### config.mk
export PLATFORM = sky130hd
export DESIGN_NAME = mic_level_controller_flat
export DESIGN_NICKNAME = d
export VERILOG_FILES = /design/src/rtl/mic_level_controller_pkg.sv /design/src/rtl/mic_level_controller_if.sv /design/src/rtl/mic_level_controller_quantizer.sv /design/src/rtl/mic_level_controller.sv /design/src/flat_wrapper.sv
export SDC_FILE = /design/constraint.sdc
export NUM_CORES = 1
export LEC_CHECK = 0
export CORE_ASPECT_RATIO = 0.5
export CORE_MARGIN = 4
export CORE_UTILIZATION = 45
export CTS_CLUSTER_DIAMETER = 120
export DETAILED_ROUTE_END_ITERATION = 8
export GPL_TIMING_DRIVEN = 0
export PLACE_DENSITY_LB_ADDON = 0.3
export REMOVE_ABC_BUFFERS = 1
export SLEW_MARGIN = 20
export SYNTH_ARGS = -nofsm -noshare
export SYNTH_HDL_FRONTEND = slang
export SYNTH_SLANG_ARGS = --single-unit
### constraint.sdc
create_clock -name clk -period 4.5 [get_ports clk]
set_input_delay 1.125 -clock clk [delete_from_list [all_inputs] [get_ports clk]]
set_output_delay 1.125 -clock clk [all_outputs]
set_load 0.02 [all_outputs]
### src/rtl/mic_level_controller_pkg.sv
//==============================================================================
// Module   : mic_level_pkg
// Brief    : Shared widths, defaults and state encodings for the mic level path.
// Revision : 1.0 - initial release
//==============================================================================
`default_nettype none

package mic_level_pkg;

    localparam int MIC_W         = 12;
    localparam int LEVEL_W       = 4;
    localparam int WINDOW_CYCLES = 4001;
    localparam int CAL_WINDOWS   = 16;
    localparam int STEP          = 75;
    localparam int DEFAULT_BASE  = 2300;
    localparam int MAX_LEVEL     = 15;

    typedef enum logic {
        RUN = 1'b0,
        CAL = 1'b1
    } ctrl_state_e;

    typedef enum logic [1:0] {
        Q_IDLE = 2'd0,
        Q_SUB  = 2'd1,
        Q_DONE = 2'd2
    } quant_state_e;

endpackage

`default_nettype wire

### src/rtl/mic_level_controller_if.sv
//==============================================================================
// Module   : mic_level_controller_if
// Brief    : Sample/control inputs and level/status outputs of the controller.
// Revision : 1.0 - initial release
//==============================================================================
`default_nettype none

interface mic_level_controller_if;
    import mic_level_pkg::*;

    logic [MIC_W-1:0]   mic_in;
    logic               cal_req;
    logic               hold_en;
    logic [LEVEL_W-1:0] level;
    logic               level_valid;
    logic [MIC_W-1:0]   peak;
    logic [MIC_W-1:0]   base;
    logic               busy;

    modport master (
        output mic_in, cal_req, hold_en,
        input  level, level_valid, peak, base, busy
    );

    modport slave (
        input  mic_in, cal_req, hold_en,
        output level, level_valid, peak, base, busy
    );

endinterface

`default_nettype wire

### src/rtl/mic_level_controller_quantizer.sv
//==============================================================================
// Module   : level_quantizer
// Brief    : Iterative subtract quantizer: level = min(MAX, (snap-base)/STEP+1).
// Revision : 1.0 - initial release
//==============================================================================
`default_nettype none

module level_quantizer
    import mic_level_pkg::*;
#(
    parameter int STEP      = mic_level_pkg::STEP,
    parameter int MAX_LEVEL = mic_level_pkg::MAX_LEVEL
) (
    input  wire                clk,
    input  wire                rst_n,
    input  wire                i_start,
    input  wire                i_abort,
    input  wire  [MIC_W-1:0]   i_snap,
    input  wire  [MIC_W-1:0]   i_base,
    output logic               o_done,
    output logic [LEVEL_W-1:0] o_lvl
);

    localparam logic [MIC_W-1:0]   c_STEP = MIC_W'(STEP);
    localparam logic [LEVEL_W-1:0] c_MAX  = LEVEL_W'(MAX_LEVEL);
    localparam logic [LEVEL_W-1:0] c_ONE  = LEVEL_W'(1);

    quant_state_e       state_q, state_d;
    logic [MIC_W-1:0]   rem_q, rem_d;
    logic [LEVEL_W-1:0] cnt_q, cnt_d;

    always_ff @(posedge clk or negedge rst_n) begin
        if (!rst_n) begin
            state_q <= Q_IDLE;
            rem_q   <= '0;
            cnt_q   <= '0;
        end else begin
            state_q <= state_d;
            rem_q   <= rem_d;
            cnt_q   <= cnt_d;
        end
    end

    always_comb begin
        state_d = state_q;
        rem_d   = rem_q;
        cnt_d   = cnt_q;
        o_done  = 1'b0;
        if (i_abort) begin
            state_d = Q_IDLE;
        end else begin
            case (state_q)
                Q_IDLE: begin
                    if (i_start) begin
                        if (i_snap < i_base) begin
                            cnt_d   = '0;
                            state_d = Q_DONE;
                        end else begin
                            rem_d   = i_snap - i_base;
                            cnt_d   = c_ONE;
                            state_d = Q_SUB;
                        end
                    end
                end
                Q_SUB: begin
                    // Stop at saturation so huge peaks never take more than MAX_LEVEL steps.
                    if ((rem_q < c_STEP) || (cnt_q == c_MAX)) begin
                        state_d = Q_DONE;
                    end else begin
                        rem_d = rem_q - c_STEP;
                        cnt_d = cnt_q + c_ONE;
                    end
                end
                Q_DONE: begin
                    o_done  = 1'b1;
                    state_d = Q_IDLE;
                end
                default: state_d = Q_IDLE;
            endcase
        end
    end

    assign o_lvl = cnt_q;

endmodule

`default_nettype wire

### src/rtl/mic_level_controller.sv
//==============================================================================
// Module   : mic_level_controller
// Brief    : Peak-hold windows, level quantization and ambient baseline calibration.
// Revision : 1.0 - initial release
//==============================================================================
`default_nettype none

module mic_level_controller
    import mic_level_pkg::*;
#(
    parameter int WINDOW_CYCLES = mic_level_pkg::WINDOW_CYCLES,
    parameter int CAL_WINDOWS   = mic_level_pkg::CAL_WINDOWS,
    parameter int STEP          = mic_level_pkg::STEP,
    parameter int DEFAULT_BASE  = mic_level_pkg::DEFAULT_BASE,
    parameter int MAX_LEVEL     = mic_level_pkg::MAX_LEVEL
) (
    input  wire                     clk,
    input  wire                     rst_n,
    mic_level_controller_if.slave   bus
);

    localparam int c_WIN_W     = $clog2(WINDOW_CYCLES);
    localparam int c_CAL_LOG2  = $clog2(CAL_WINDOWS);
    localparam int c_SUM_W     = MIC_W + c_CAL_LOG2;
    localparam logic [c_WIN_W-1:0]    c_WIN_LAST = c_WIN_W'(WINDOW_CYCLES - 1);
    localparam logic [c_CAL_LOG2-1:0] c_CAL_LAST = c_CAL_LOG2'(CAL_WINDOWS - 1);
    localparam logic [MIC_W-1:0]      c_DEF_BASE = MIC_W'(DEFAULT_BASE);

    ctrl_state_e         state_q, state_d;
    logic [c_WIN_W-1:0]    win_cnt_q, win_cnt_d;
    logic [MIC_W-1:0]      run_peak_q, run_peak_d;
    logic [MIC_W-1:0]      peak_q, peak_d;
    logic [MIC_W-1:0]      base_q, base_d;
    logic [c_SUM_W-1:0]    cal_sum_q, cal_sum_d;
    logic [c_CAL_LOG2-1:0] cal_cnt_q, cal_cnt_d;
    logic [LEVEL_W-1:0]    level_q, level_d;
    logic                  level_valid_q, level_valid_d;

    logic                  w_win_end;
    logic [MIC_W-1:0]      w_snap;
    logic [c_SUM_W-1:0]    w_sum_next;
    logic                  w_q_start;
    logic                  w_q_abort;
    logic                  w_q_done;
    logic [LEVEL_W-1:0]    w_q_lvl;

    assign w_win_end  = (win_cnt_q == c_WIN_LAST);
    assign w_snap     = (bus.mic_in > run_peak_q) ? bus.mic_in : run_peak_q;
    assign w_sum_next = cal_sum_q + c_SUM_W'(w_snap);

    level_quantizer #(
        .STEP      (STEP),
        .MAX_LEVEL (MAX_LEVEL)
    ) u_quant (
        .clk     (clk),
        .rst_n   (rst_n),
        .i_start (w_q_start),
        .i_abort (w_q_abort),
        .i_snap  (w_snap),
        .i_base  (base_q),
        .o_done  (w_q_done),
        .o_lvl   (w_q_lvl)
    );

    always_ff @(posedge clk or negedge rst_n) begin
        if (!rst_n) begin
            state_q       <= RUN;
            win_cnt_q     <= '0;
            run_peak_q    <= '0;
            peak_q        <= '0;
            base_q        <= c_DEF_BASE;
            cal_sum_q     <= '0;
            cal_cnt_q     <= '0;
            level_q       <= '0;
            level_valid_q <= 1'b0;
        end else begin
            state_q       <= state_d;
            win_cnt_q     <= win_cnt_d;
            run_peak_q    <= run_peak_d;
            peak_q        <= peak_d;
            base_q        <= base_d;
            cal_sum_q     <= cal_sum_d;
            cal_cnt_q     <= cal_cnt_d;
            level_q       <= level_d;
            level_valid_q <= level_valid_d;
        end
    end

    always_comb begin
        state_d       = state_q;
        win_cnt_d     = w_win_end ? '0 : (win_cnt_q + c_WIN_W'(1));
        run_peak_d    = w_win_end ? '0 : w_snap;
        peak_d        = w_win_end ? w_snap : peak_q;
        base_d        = base_q;
        cal_sum_d     = cal_sum_q;
        cal_cnt_d     = cal_cnt_q;
        level_d       = level_q;
        level_valid_d = 1'b0;
        w_q_start     = 1'b0;
        w_q_abort     = 1'b0;
        case (state_q)
            RUN: begin
                if (bus.cal_req) begin
                    // Calibration restarts the window; a coincident window end is discarded.
                    state_d    = CAL;
                    win_cnt_d  = '0;
                    run_peak_d = '0;
                    peak_d     = peak_q;
                    cal_sum_d  = '0;
                    cal_cnt_d  = '0;
                    w_q_abort  = 1'b1;
                end else begin
                    w_q_start = w_win_end;
                    if (w_q_done && !bus.hold_en) begin
                        level_d       = w_q_lvl;
                        level_valid_d = 1'b1;
                    end
                end
            end
            CAL: begin
                if (w_win_end) begin
                    cal_sum_d = w_sum_next;
                    cal_cnt_d = cal_cnt_q + c_CAL_LOG2'(1);
                    if (cal_cnt_q == c_CAL_LAST) begin
                        base_d  = w_sum_next[c_SUM_W-1:c_CAL_LOG2];
                        state_d = RUN;
                    end
                end
            end
            default: state_d = RUN;
        endcase
    end

    assign bus.level       = level_q;
    assign bus.level_valid = level_valid_q;
    assign bus.peak        = peak_q;
    assign bus.base        = base_q;
    assign bus.busy        = (state_q == CAL);

endmodule

`default_nettype wire

### src/flat_wrapper.sv
// flat-port wrapper written by rule: the top's interface ports become plain ports
module mic_level_controller_flat import mic_level_pkg::*;
#(
    parameter int WINDOW_CYCLES = mic_level_pkg::WINDOW_CYCLES,
    parameter int CAL_WINDOWS   = mic_level_pkg::CAL_WINDOWS,
    parameter int STEP          = mic_level_pkg::STEP,
    parameter int DEFAULT_BASE  = mic_level_pkg::DEFAULT_BASE,
    parameter int MAX_LEVEL     = mic_level_pkg::MAX_LEVEL
)
  (clk, rst_n, bus_mic_in, bus_cal_req, bus_hold_en, bus_level, bus_level_valid, bus_peak, bus_base, bus_busy);
  mic_level_controller_if bus_i ();
  input  wire clk;
  input  wire rst_n;
  input wire logic [$bits(bus_i.mic_in)-1:0] bus_mic_in;
  input wire logic [$bits(bus_i.cal_req)-1:0] bus_cal_req;
  input wire logic [$bits(bus_i.hold_en)-1:0] bus_hold_en;
  output wire logic [$bits(bus_i.level)-1:0] bus_level;
  output wire logic [$bits(bus_i.level_valid)-1:0] bus_level_valid;
  output wire logic [$bits(bus_i.peak)-1:0] bus_peak;
  output wire logic [$bits(bus_i.base)-1:0] bus_base;
  output wire logic [$bits(bus_i.busy)-1:0] bus_busy;
  assign bus_i.mic_in = bus_mic_in;
  assign bus_i.cal_req = bus_cal_req;
  assign bus_i.hold_en = bus_hold_en;
  assign bus_level = bus_i.level;
  assign bus_level_valid = bus_i.level_valid;
  assign bus_peak = bus_i.peak;
  assign bus_base = bus_i.base;
  assign bus_busy = bus_i.busy;
  mic_level_controller #(.WINDOW_CYCLES(WINDOW_CYCLES), .CAL_WINDOWS(CAL_WINDOWS), .STEP(STEP), .DEFAULT_BASE(DEFAULT_BASE), .MAX_LEVEL(MAX_LEVEL)) u_core (.clk(clk), .rst_n(rst_n), .bus(bus_i));
endmodule
-- Word-level counts from Yosys, hierarchy flattened
Index checks and enable logic that the tools add are counted.
W data, S select, Z words.
- bits in registers: 92
- memory bits (read-only): 0
- memories: 0
- input bits: 16
- bits in latches: 0
- memory bits (writable): 0
- output and inout port bits: 30
- multiplexer cells: 41
- equal/unequal tests: 13
- shift-type cells: 0
- multipliers: 0
- order comparisons: 3
- bitwise gates (word level): 3
- divide/modulo/power cells: 0
- reductions and logical operators: 11
- $add $sub $neg: 6
- operators by type and width (kind ; count):
    $mux W12 ; 13
    $mux W16 ; 2
    $pmux W16 S2 ; 1
    $pmux W12 S2 ; 1
    $add A16 B12 Y16 ; 1
    $mux W4 ; 4
    $pmux W4 S2 ; 2
    $add A12 B1 Y12 const B ; 1
    $eq A12 B12 Y1 const B ; 1
    $gt A12 B12 Y1 ; 1
    $lt A12 B12 Y1 ; 1
    $lt A12 B7 Y1 const B ; 1
    $mux W1 ; 12
    $sub A12 B12 Y12 ; 1
    $sub A12 B7 Y12 const B ; 1
    $ne A2 B2 Y1 const B ; 5
    $add A4 B1 Y4 const B ; 2
    $eq A4 B4 Y1 const B ; 2
    $mux W2 ; 4
    $ne A3 B3 Y1 const B ; 2
    $reduce_and A3 Y1 ; 2
    $reduce_and A5 Y1 ; 1
    $pmux W2 S2 ; 1
    $reduce_and A2 Y1 ; 2
    11 further kinds ; 13

-- Depth between registers and ports, before layout
Gate-level depths: netlist (run 1).
- depth in word-level cells: 7
- gate-level depth with buffers: 21
- gate-level depth less buffers: 19

-- Hierarchy
Synthesis (run 1) repeated with hierarchy kept, for this count alone.
- cell total of the unflattened synthesis: 627
- area, all modules: 5790.6 um^2
- by module, submodules not included (module ; cells an instance ; area each (um^2) ; instances ; seq. area each (um^2)):
    mic_level_controller ; 408 ; 4070.2 ; 1 ; 1860.5
    level_quantizer ; 219 ; 1720.4 ; 1 ; 450.4

-- Worst setup path after synthesis (run 1)
OpenSTA, ideal clock, no wires.
- path type: input-to-reg
- start point: in bus_mic_in[11]
- end point: reg u_core.u_quant.rem_q[0]
- data arrival time: 5018 ps
- library setup time: 121 ps
- setup slack: -639 ps
- stages on the path: 16
- cell sequence: ha_1 -> nand4_1 -> or4_1 -> clkbuf_1 -> o21ai_0 -> buf_2 -> mux2_2 -> ha_1 -> a2111o_1 -> a31o_2 -> a2111oi_4 -> o31a_2 -> a21o_4 -> inv_2 -> buf_6 -> o22a_1
- RTL lines (what ; RTL line ; RTL):
    from (decl) ; flat_wrapper.sv:14 ; input wire logic [$bits(bus_i.mic_in)-1:0] bus_mic_in;
    $gt A12 B12 Y1 ; mic_level_controller.sv:48 ; assign w_snap = (bus.mic_in > run_peak_q) ? bus.mic_in : run_peak_q;
    $mux W12 ; mic_level_controller.sv:48 ;
    named net u_core.u_quant.i_snap[4] ; mic_level_controller_quantizer.sv:18 ; input wire [MIC_W-1:0] i_snap,
    $lt A12 B12 Y1 ; mic_level_controller_quantizer.sv:55 ; if (i_snap < i_base) begin
    $ne A2 B2 Y1 (no line) ; - ;
    $reduce_and A5 Y1 (no line) ; - ;
    to (signal assigned) ; mic_level_controller_quantizer.sv:39 ; rem_q <= rem_d;
    to (decl) ; mic_level_controller_quantizer.sv:29 ; logic [MIC_W-1:0] rem_q, rem_d;
The timed path passes the listed nets, and every way through them passes these cells. The select of a mux whose other input is x is not followed.
A chain may end at the register's enable or synchronous reset.

-- Final worst setup path (run 1)
- start point: in bus_mic_in[5]
- end point: reg u_core.u_quant.rem_q[0]
Same word-level chain as after synthesis.

==> qor.csv, run 1 <==
metric,value,unit
place_ws,-2.06,ns
maxSlewViolCount,0,
hpwl,9540,microns
drive_gt1_frac,0.215,
fill_cells,979,
ys_types,59,
report.final.hold_viol_count,0,
synth_enable_flop_cells,0,
cts_tree,yes,
p_per_area,451,nW/um^2
first_pass_iters,5,
status,finished with violations,
num_vias,4898,
io_buffers,45,
drc,0,
startpoint_type,input pin,
required,4.74,ns
synth_area_per_cell,9.02,sq um
grt_setup_unrepaired,true,
fin_skew,0.0106,ns
syn_inst,632,
syn2layout_area_growth,28.3,%
grt_overflow,0,
r2r_cells,16,
grt_max_degree,76,
die_area,14600,sq um
ctsLongestPathBuffers,2,
grt_usage,0.199,
io_pins,46,
grt_pass1_vias,4768,
period_share,1.03,
cp_max_fo,13,
cts_max_level,3,
die_x,167,microns
synthArstFlopShare,1.00,
fp.dieH,87.6,microns
crit_arrival,4.87,ns
ir_drop,235,uV
yosysTopAreaCellShare,0.373,
clk_latency,0.35,ns
grt_first_pass_wirelength,23600,microns
diodes,0,
worst_slew_pin_slew,0.960,ns
fp-row-count,28,
hp-class,reg -> reg,
antenna_found_initial,0,
max_freq,216,MHz
end_kind,flop,
start_util,0.471,
finalSetupTns,-1.36,ns
drt_iter0_drc,347,
finalPower,3.30,mW
wl_per_cell,17.0,microns
synth_ff_type,dfrtp_1,
antenna_left,0,
yosys_warnings,0,
fin_crit,4.63,ns
critical_path.endpoint,u_core.u_quant.rem_q[0],
cts_inserted_buffers,9,
r2r_end,u_core.u_quant.rem_q[0],
worst-r2r-setup-slack,0.22,ns
violations,negative setup slack,
wirelength,14800,microns
r2r-start,u_core.run_peak_q[4],
fin_ws,-0.134,ns
slew_headroom,0.358,
synthTopCellsByArea,"dfrtp_1 37%, ha_1 9.0%, o21ai_0 5.2%",
design.core.area,12100,sq um
synthTopCellsByCount,"85 x dfrtp_1, 66 x nor2_1, 59 x o21ai_0",
final_util,0.605,
synth_top_cell_by_area,dfrtp_1,
drv_cap,0,
routabilityCongestion,0.861,
setup_violations,16,
clk_pin_slew,0.07,ns
ys_seq_area_frac,0.406,
cts.sinks,92,
ys_ff_latch,92,
worst-setup-path-type,in -> reg,
final_cells,871,
place_inst,818,
syn_area,5700,sq um
viasPerCell,5.62,
power_leakage,3.49,nW
startpoint,bus_mic_in[5],
yosysMostFrequentCell,dfrtp_1,
nets,760,
root_buffer,clkbuf_16,
## report_power, final
group          total [mW]  internal (mW)  switching [mW]
clock network       0.752          0.389           0.363
logic                1.54          0.753           0.783
registers            1.01          0.917          0.0965
total                3.30           2.06            1.24
## kinds of logic after synthesis
group | Yosys count | synth area share
compound gates | 178 | 0.197
xor+xnor | 36 | 0.0553
fa+ha+maj | 43 | 0.0971
buf+inv | 61 | 0.0422
flops | 92 | 0.406
mux | 20 | 0.0382
simple gates | 202 | 0.165
## layout make-up
cell class / count / area (sq um) / area share
sequential: 92 / 2310 / 0.316
multi-input combinational: 480 / 3570 / 0.489
timing repair buffer: 83 / 796 / 0.109
clock buffer: 9 / 225 / 0.0308
inverter: 35 / 139 / 0.0190
tap: 165 / 206 / 0.0282
clock inverter: 7 / 62.6 / 0.00856
## routing by layer
metal | GRT usage | wire length (microns) | vias to the layer above
li1 | - | - | 2384
met1 | 0.268 | 6750 | 2374
met2 | 0.338 | 7070 | 126
met3 | 0.0397 | 819 | 14
met4 | 0.0493 | 161 | 0
met5 | 0 | 0 | -
## worst min path at each step
| stage | startpoint | endpoint | slack [ns] | cells after the start |
|---|---|---|---|---|
| final | u_core.bus.level[1] | u_core.bus.level[1] | 0.47 | 2 |
| after global routing | u_core.bus.base[11] | u_core.bus.base[11] | 0.50 | 2 |
| after CTS | u_core.bus.level[1] | u_core.bus.level[1] | 0.48 | 2 |
| after detailed placement | u_core.bus.level[1] | u_core.bus.level[1] | 0.46 | 2 |
| after global placement | u_core.bus.level[0] | u_core.bus.level[0] | 0.46 | 2 |
| after floorplan | u_core.cal_sum_q[0] | u_core.cal_sum_q[0] | 0.47 | 2 |
## layout by cell type (no fill, tap or decap), drive strengths merged, types with 14 or more instances in the layout
cell type       n
a21o           15
mux2           14
nand2          50
clkdlybuf4s50  32
a21oi          43
inv            41
ha             41
xnor2          17
buf            50
o21ai          59
nor2b          14
dfrtp          85
xor2           19
nand3          30
nor2           66
## state kept, by name (all words and copies together) (netlist names), 4 cells and up
| signal | flops |
|---|---|
| u_core.bus.base | 12 |
| u_core.run_peak_q | 12 |
| u_core.win_cnt_q | 12 |
| u_core.cal_sum_q | 16 |
| u_core.cal_cnt_q | 4 |
| u_core.u_quant.o_lvl | 4 |
| u_core.bus.peak | 12 |
| u_core.bus.level | 4 |
| u_core.u_quant.rem_q | 12 |
## per-stage QoR
stage | hold WS, ns | cell area [sq um]
floorplan | 0.471 | 5590
global placement | 0.461 | 6250
detailed placement | 0.464 | 6280
CTS | 0.481 | 6990
global route | 0.497 | 7310
finish | 0.473 | 7310
## critical path, stage by stage
cell	delay, ns
buf_6	0.11
ha_4	0.26
nand4_1	0.20
or4_4	0.57
o21ai_4	0.09
buf_6	0.14
buf_6	0.11
mux2_4	0.35
fa_2	0.38
a21o_1	0.19
a31o_4	0.25
a2111oi_4	0.37
o31a_2	0.25
a21o_4	0.20
inv_8	0.07
o22a_1	0.19
## what timing repair did
action | in CTS | in global routing
pin swaps | 26 | 32
gates cloned | 1 | 0
buffers inserted | 15 | 21
hold buffers | 0 | 0
resized for setup | 114 | 52
endpoints found under the setup margin | 42 | 29
No activity file was read; power rests on OpenSTA's default activity.
==> run 2: changes to the inputs <==
Settings changed: CORE_UTILIZATION 45 to 30.
==> run 2 against run 1 <==
Effect of this change: the flow now finishes without violations; die area increased by 46%; clock power is 11% higher; hold slack better by 0.025 ns; power down 2.5%; core utilization shrank 21 points; highest routed layer unchanged.
==> qor.csv, run 2 (synthesis gave the netlist of run 1 again) <==
metric,value,unit,change
crit_arrival,4.72,ns,-0.15 ns
grt_first_pass_wirelength,24700,microns,+4.6%
startpoint_type,input pin,,
largest_reg_flops,16,,unchanged
seqCellArea,2310,sq um,unchanged
die_area,21400,sq um,+46%
wirelength,15000,microns,+1.1%
drive_gt1_frac,0.184,,-0.0311
period_share,0.998,,-0.0315
ctsLongestPathBuffers,2,,unchanged
seqPwrFrac,0.313,,+0.006
max_freq,223,MHz,+3.2%
viasPerCell,4.98,,-11%
cp_max_fo,5,,-8
combinationalPowerShare,0.428,,-0.037
drc,0,,unchanged
root_buffer,clkbuf_16,,
clk_pin_slew,0.07,ns,about the same
fin_skew,0.00940,ns,-0.00122 ns
syn2layout_area_growth,27.4,%,
fp-row-count,35,,+25%
die_x,203,microns,+21%
io_buffers,45,,unchanged
drt_iter0_drc,272,,-22%
nets,749,,-1.4%
maxSlewViolCount,0,,unchanged
worst-setup-path-type,in -> reg,,
grt_overflow,0,,unchanged
setup_violations,0,,-16
drv_cap,0,,unchanged
grt_max_degree,62,,-18%
fin_crit,4.49,ns,-0.142 ns
fp.dieH,105,microns,+20%
start_util,0.308,,-0.164
cts_tree,yes,,
end_kind,flop,,
r2r_cells,15,,-1
grt_usage,0.143,,-0.0568
grt_pass1_vias,4675,,-2.0%
final_cell_mix,"85 x dfrtp_1, 64 x nor2_1, 50 x nand2_1, 50 x o21ai_0, 34 x a21oi_1",,
fill_cells,1830,,+87%
holdPathStages,2,,unchanged
hp-class,reg -> reg,,
report.final.hold_viol_count,0,,unchanged
cts_inserted_buffers,9,,unchanged
routabilityCongestion,0.789,,-8.4%
p_sw,1.13,mW,-8.8%
status,"complete, no violations",,
cts_max_level,3,,unchanged
power_leakage,3.43,nW,-1.6%
p_int,2.09,mW,+1.4%
clk_latency,0.35,ns,about the same
design.core.area,18500,sq um,+53%
top_register,u_core.cal_sum_q,,
worst_slew_pin_slew,0.967,ns,+0.00673 ns
hpwl,10300,microns,+8.1%
first_pass_iters,5,,unchanged
io_pins,46,,unchanged
mostFrequentLayoutCell,dfrtp_1,,
wl_per_cell,15.7,microns,-7.7%
finalPower,3.22,mW,-2.5%
pwr-share-clk,0.258,,+0.030
final_util,0.392,,-0.213
placed_area,6410,sq um,+2.1%
required,4.73,ns,about the same
antenna_left,0,,unchanged
antenna_found_initial,0,,unchanged
grt_setup_unrepaired,true,,
swShare,0.352,,-0.0246
multi_input_area,3490,sq um,-2.3%
cts.sinks,92,,unchanged
slew_headroom,0.353,,-0.00450
final_area,7260,sq um,-0.70%
diodes,0,,unchanged
p_per_area,443,nW/um^2,-1.8%
ir_drop,164,uV,-30%
num_vias,4750,,-3.0%
-- run 2: cell types whose count changed in the layout (fill, tap and decap cells not counted), moves of 3 or more --
cell     previous run  this run
o21ai_4             4         1
inv_6               5         0
buf_6              16         9
o21ai_1            11         4
buf_4              27        24
o21ai_0            39        50
-- run 2: metal layers --
layer,GRT usage,part of all wire,vias to the layer above
li1,-,-,2358
met1,0.203,0.51,2317
met2,0.219,0.44,66
met3,0.0372,0.044,9
met4,0.0305,0.0083,0
met5,0,0,-
-- run 2: worst paths after layout --
path	from	end	slack [ns]
setup reg to reg	u_core.run_peak_q[8]	u_core.u_quant.rem_q[7]	0.41
hold reg to reg	u_core.bus.base[7]	u_core.bus.base[7]	0.50
hold / removal	u_core.bus.base[7]	u_core.bus.base[7]	0.50
setup / recovery	bus_mic_in[11]	u_core.u_quant.rem_q[7]	0.007
max in group asynchronous	rst_n	u_core.bus.base[2]	3.18
min in group asynchronous	rst_n	u_core.cal_cnt_q[1]	0.65
-- run 2: power by group through the flow --
stage	clock network, mW	registers, mW	logic [mW]
3_3_place_gp	0	1.01	1.04
2_1_floorplan	0	0.996	0.793
3_5_place_dp	0	1.02	1.07
6_report	0.832	1.01	1.38
4_1_cts	0.855	1.00	1.29
5_1_grt	0.885	1.02	1.53
-- run 2: layout make-up --
cell class                 count  area share
clock inverter                 4     0.00999
multi-input combinational    481       0.481
timing repair buffer          71      0.0932
inverter                      35      0.0191
clock buffer                  12      0.0339
sequential                    92       0.318
tap                          259      0.0446
-- run 2: repair_timing --
item,in CTS,in global routing
pin swaps,25,8
cloned,2,0
hold buffers,0,0
endpoints found under the setup margin,42,28
buffers inserted,16,7
gates resized for setup,94,33
-- run 2: per-stage QoR --
step                hold WS [ns]  instances  setup TNS [ns]  setup WS (ns)
floorplan                  0.471        606          -40.38          -1.42
global placement           0.481        910         -260.13          -3.45
detailed placement         0.487        913          -63.93          -2.07
CTS                        0.505        947        -0.00106       -0.00106
global route               0.519        954          -0.961        -0.0998
finish                     0.498        954               0        0.00730
-- run 2: critical path, cell delays in order --
cell,delay (ns)
buf_8,0.10
ha_4,0.25
nand4_1,0.14
or4_4,0.59
o21ai_4,0.12
buf_6,0.16
mux2_4,0.35
ha_4,0.25
a2111o_1,0.40
a31o_4,0.24
a2111oi_4,0.31
o31a_2,0.22
a21o_4,0.19
a21oi_2,0.04
o22a_1,0.23
==> RTL edit 1 (settings of run 2) <==
The package constant `WINDOW_CYCLES` goes from 4001 to 2000.
--- a/src/rtl/mic_level_controller_pkg.sv
+++ b/src/rtl/mic_level_controller_pkg.sv
@@ -9,7 +9,7 @@
 
     localparam int MIC_W         = 12;
     localparam int LEVEL_W       = 4;
-    localparam int WINDOW_CYCLES = 4001;
+    localparam int WINDOW_CYCLES = 2000;
     localparam int CAL_WINDOWS   = 16;
     localparam int STEP          = 75;
     localparam int DEFAULT_BASE  = 2300;
Function: no difference found for any inputs over 10 cycles, from zero or initial values and one cycle with rst_n low; that may be too few to reach the edited logic, so the function may still have changed.
==> RTL edit 1 against run 2 <==
- the flow now finishes with violations (negative setup slack)
- area after synthesis barely moved
- sequential cell count fell by 1
- worst setup slack got worse by 0.0098 ns
- clock power grew 6.5%
- total power up 11%
- hold slack got worse by 0.015 ns
- routed wire length about the same
- via count up 1.0%
- die area hardly changed
- final area decreased by 0.12%
- largest power group unchanged
==> RTL edit 1: results (changes against run 2) <==
cells_and_area:
  clock_area_share_pct: 4.74  # +0.35 points
  design.seq.count: 91  # -1.1%
  multi_input_area_share_pct: 49.0  # +0.90 points
  multi_input_cells: 484  # +0.62%
  seq_area_um2: 2290  # -1.1%
  nNonClkBuffers: 67  # -5.6%
  bufAreaShareNonClock_pct: 8.32  # -1.0 points
  finalNetCount: 745  # -0.53%
  seq_area_share_pct: 31.5  # -0.31 points
global_route:
  grt_pass1_vias: 4485  # -4.1%
  antenna_found_initial: 1  # +1
  grt_pass1_wl_mm: 23.6  # -4.3%
  grt_usage_pct: 13.5  # -0.73 points
  use_met1_pct: 19.3  # -1.0 points
  use_met2_pct: 21.0  # -0.93 points
  grt_max_degree: 47  # -24%
power_and_ir_drop:
  clkPwrFrac_pct: 24.8  # -1.0 points
  p_sw_mw: 1.28  # +13%
setup_path:
  slowest_delay_ns: 0.42  # -0.17 ns
  rrSetupSlack_ns: 0.39  # -0.02 ns
  critical_path.startpoint: "bus_mic_in[1]"
  cpMaxStageDelayCell: "mux2_2"
  rr_worst_depth: 18  # +3
drt:
  wirelength_mm: 15.0  # about the same
  dr_wl_met2_mm: 6.68  # +2.2%
  dr_wl_met3_um: 796  # +22%
  wl_met1_mm: 7.29  # -4.7%
  wl_per_cell_um: 15.7  # +0.16%
clock_tree:
  cts_setup_buffers: 15  # -1
hold_path:
  min_from: "u_core.bus.base[11]"
  holdPathEnd: "u_core.bus.base[11]"
yosys:
  ys_seq_area_share_pct: 40.1  # -0.41 points
  synth.area.top_cells: "dfrtp_1 37%, ha_1 8.8%, nand2_1 4.4%"
  synth.avg_cell_area_um2: 8.95  # -0.69%
placed_design:
  place.gp.congestion: 0.786  # -0.39%
  placedCellCount: 914  # +0.11%
sta:
  final-setup-viol-count: 1  # +1
  tns_ns: -0.00250  # -0.00250 ns
  finClkSkew_ns: 0.0116  # +0.00218 ns
  timing.final.ws_setup_ns: -0.00250  # -0.00980 ns
outcome:
  outcome: "finished with violations"
  violations: "negative setup slack"
floorplan:
  die_x_um: 203  # about the same
[RTL edit 1: cell count changes after synthesis, moves of 4 or more]
cell and change:
xor2_1 -6, mux2_2 -10, nor2_1 -5, a21oi_1 -9
o21ai_0 -19, mux2_1 +8, nor3_1 +14, a211oi_1 -4
nand2_1 +16, nand3_1 +5, o21ai_1 +4
[RTL edit 1: cells by family (layout without fill, tap and decap cells)]
| family | after synthesis | after routing | share of synthesized area, % |
|---|---|---|---|
| AOI/OAI and AO/OA | 153 | 153 | 17.8 |
| and+or+nand+nor | 242 | 242 | 20.2 |
| other | 0 | 1 | 0 |
| muxes | 17 | 17 | 3.25 |
| buffers and inverters | 61 | 117 | 4.46 |
| xor gates and xnor gates | 30 | 30 | 4.61 |
| adders and majority gates | 42 | 42 | 9.49 |
| DFF | 91 | 91 | 40.1 |
==> RTL edit 2 (config.mk and constraints of run 2) <==
Without the edit above. Encoding of `quant_state_e`: now one-hot (3 bits for 3 states).
--- a/src/rtl/mic_level_controller_pkg.sv
+++ b/src/rtl/mic_level_controller_pkg.sv
@@ -20,10 +20,10 @@
         CAL = 1'b1
     } ctrl_state_e;
 
-    typedef enum logic [1:0] {
-        Q_IDLE = 2'd0,
-        Q_SUB  = 2'd1,
-        Q_DONE = 2'd2
+    typedef enum logic [2:0] {
+        Q_IDLE = 3'b001,
+        Q_SUB  = 3'b010,
+        Q_DONE = 3'b100
     } quant_state_e;
 
 endpackage
Function: same outputs for any inputs over 10 cycles, from zero or initial values and one cycle with rst_n low; not proved beyond that.
==> RTL edit 2 against run 2 <==
- the flow now finishes with violations (negative setup slack)
- utilization grew 0.48 points
- worst setup slack lost 0.059 ns
- total power grew 9.3%
- cell count grew 7.3%
- routed wire length grew 10%
- non-clock buffer count grew 8
- first-iteration DRC count grew 23%
- final area grew 7.8%
- count of clock-buffer cells in the layout shrank 1
- area after synthesis grew 7.1%
- critical path type unchanged
- sequential cell count grew 1
- largest power group unchanged
==> RTL edit 2: results (changes against run 2) <==
power_and_ir_drop:
  finalPower_mw: 3.52  # +9.3%
  p_sw_mw: 1.33  # +17%
  p_leak_nw: 3.51  # +2.3%
  p_comb_share_pct: 48.3  # +5.5 points
  vdd_drop_max_mv: 0.241  # +47%
sta:
  timing.final.ws_setup_ns: -0.0522  # -0.0595 ns
  hold-worst-slack_ns: 0.483  # -0.0145 ns
  finClkSkew_ns: 0.00680  # -0.00260 ns
  tns_ns: -0.175  # -0.175 ns
  final-setup-viol-count: 7  # +7
placed_design:
  placedCellCount: 974  # +6.7%
  hpwl_mm: 11.2  # +8.2%
  place_area_um2: 6780  # +5.7%
  dp_worst_setup_slack_ns: -2.29  # -0.222 ns
outcome:
  violations: "negative setup slack"
  outcome: "finished with violations"
yosys:
  synth_common_cells: "85 x dfrtp_1, 66 x nand2_1, 63 x nor2_1, 43 x a21oi_1, 41 x ha_1"
  synthXorXnorAreaFrac_pct: 4.45  # -1.1 points
  yosysUniqueCellTypes: 73  # +24%
  ys_seq_area_share_pct: 38.3  # -2.2 points
  synth_top_family_by_area: "simple AND/OR/NAND/NOR gates"
  synthAdderAreaFrac_pct: 9.06  # -0.64 points
  synth.mux.area_fraction_pct: 2.52  # -1.3 points
setup_path:
  slowest_delay_ns: 0.36  # -0.23 ns
  cpMaxStageDelayCell: "fa_2"
  crit_arrival_ns: 4.78  # +0.06 ns
  rrSetupSlack_ns: 0.32  # -0.09 ns
  crit_path_end: "u_core.u_quant.rem_q[6]"
hold_path:
  min_from: "u_core.bus.base[3]"
cells_and_area:
  fin_cells: 1024  # +7.3%
  finalNetCount: 812  # +8.4%
  fill_cells: 1949  # +6.5%
  drive_gt1_share_pct: 21.1  # +2.7 points
global_route:
  grt_pass1_wl_mm: 26.4  # +6.7%
  grt_max_degree: 53  # -15%
clock_tree:
  ctsResizeCount: 92  # -2.1%
drt:
  wl_per_cell_um: 16.1  # +2.6%
  drt-initial-drc-count: 335  # +23%
-- RTL edit 2: cell types whose count changed in the layout (fill, tap and decap cells not counted), sizes merged, moves of 4 or more --
| cell | delta |
|---|---|
| a21o | -4 |
| nor3 | +17 |
| a31oi | +5 |
| buf | +7 |
| a211oi | +8 |
| and3 | +6 |
| nand2 | +17 |
| o211ai | -4 |
-- RTL edit 2: metal layers --
metal  track usage, %  part of all wire, %  vias to the layer above
met5                0                    0                        -
met4             4.00                  1.4                        0
met3             3.19                  3.6                       21
met2             22.8                   46                       88
met1             19.8                   49                     2584
li1                 -                    -                     2599
-- RTL edit 2: layout make-up --
| cell class | count | share of cell area, % |
|---|---|---|
| clock buffer | 11 | 3.10 |
| clock inverter | 5 | 0.767 |
| inverter | 38 | 1.85 |
| multi-input combinational | 532 | 50.7 |
| sequential | 93 | 29.9 |
| tap | 266 | 4.25 |
| timing repair buffer | 79 | 9.45 |
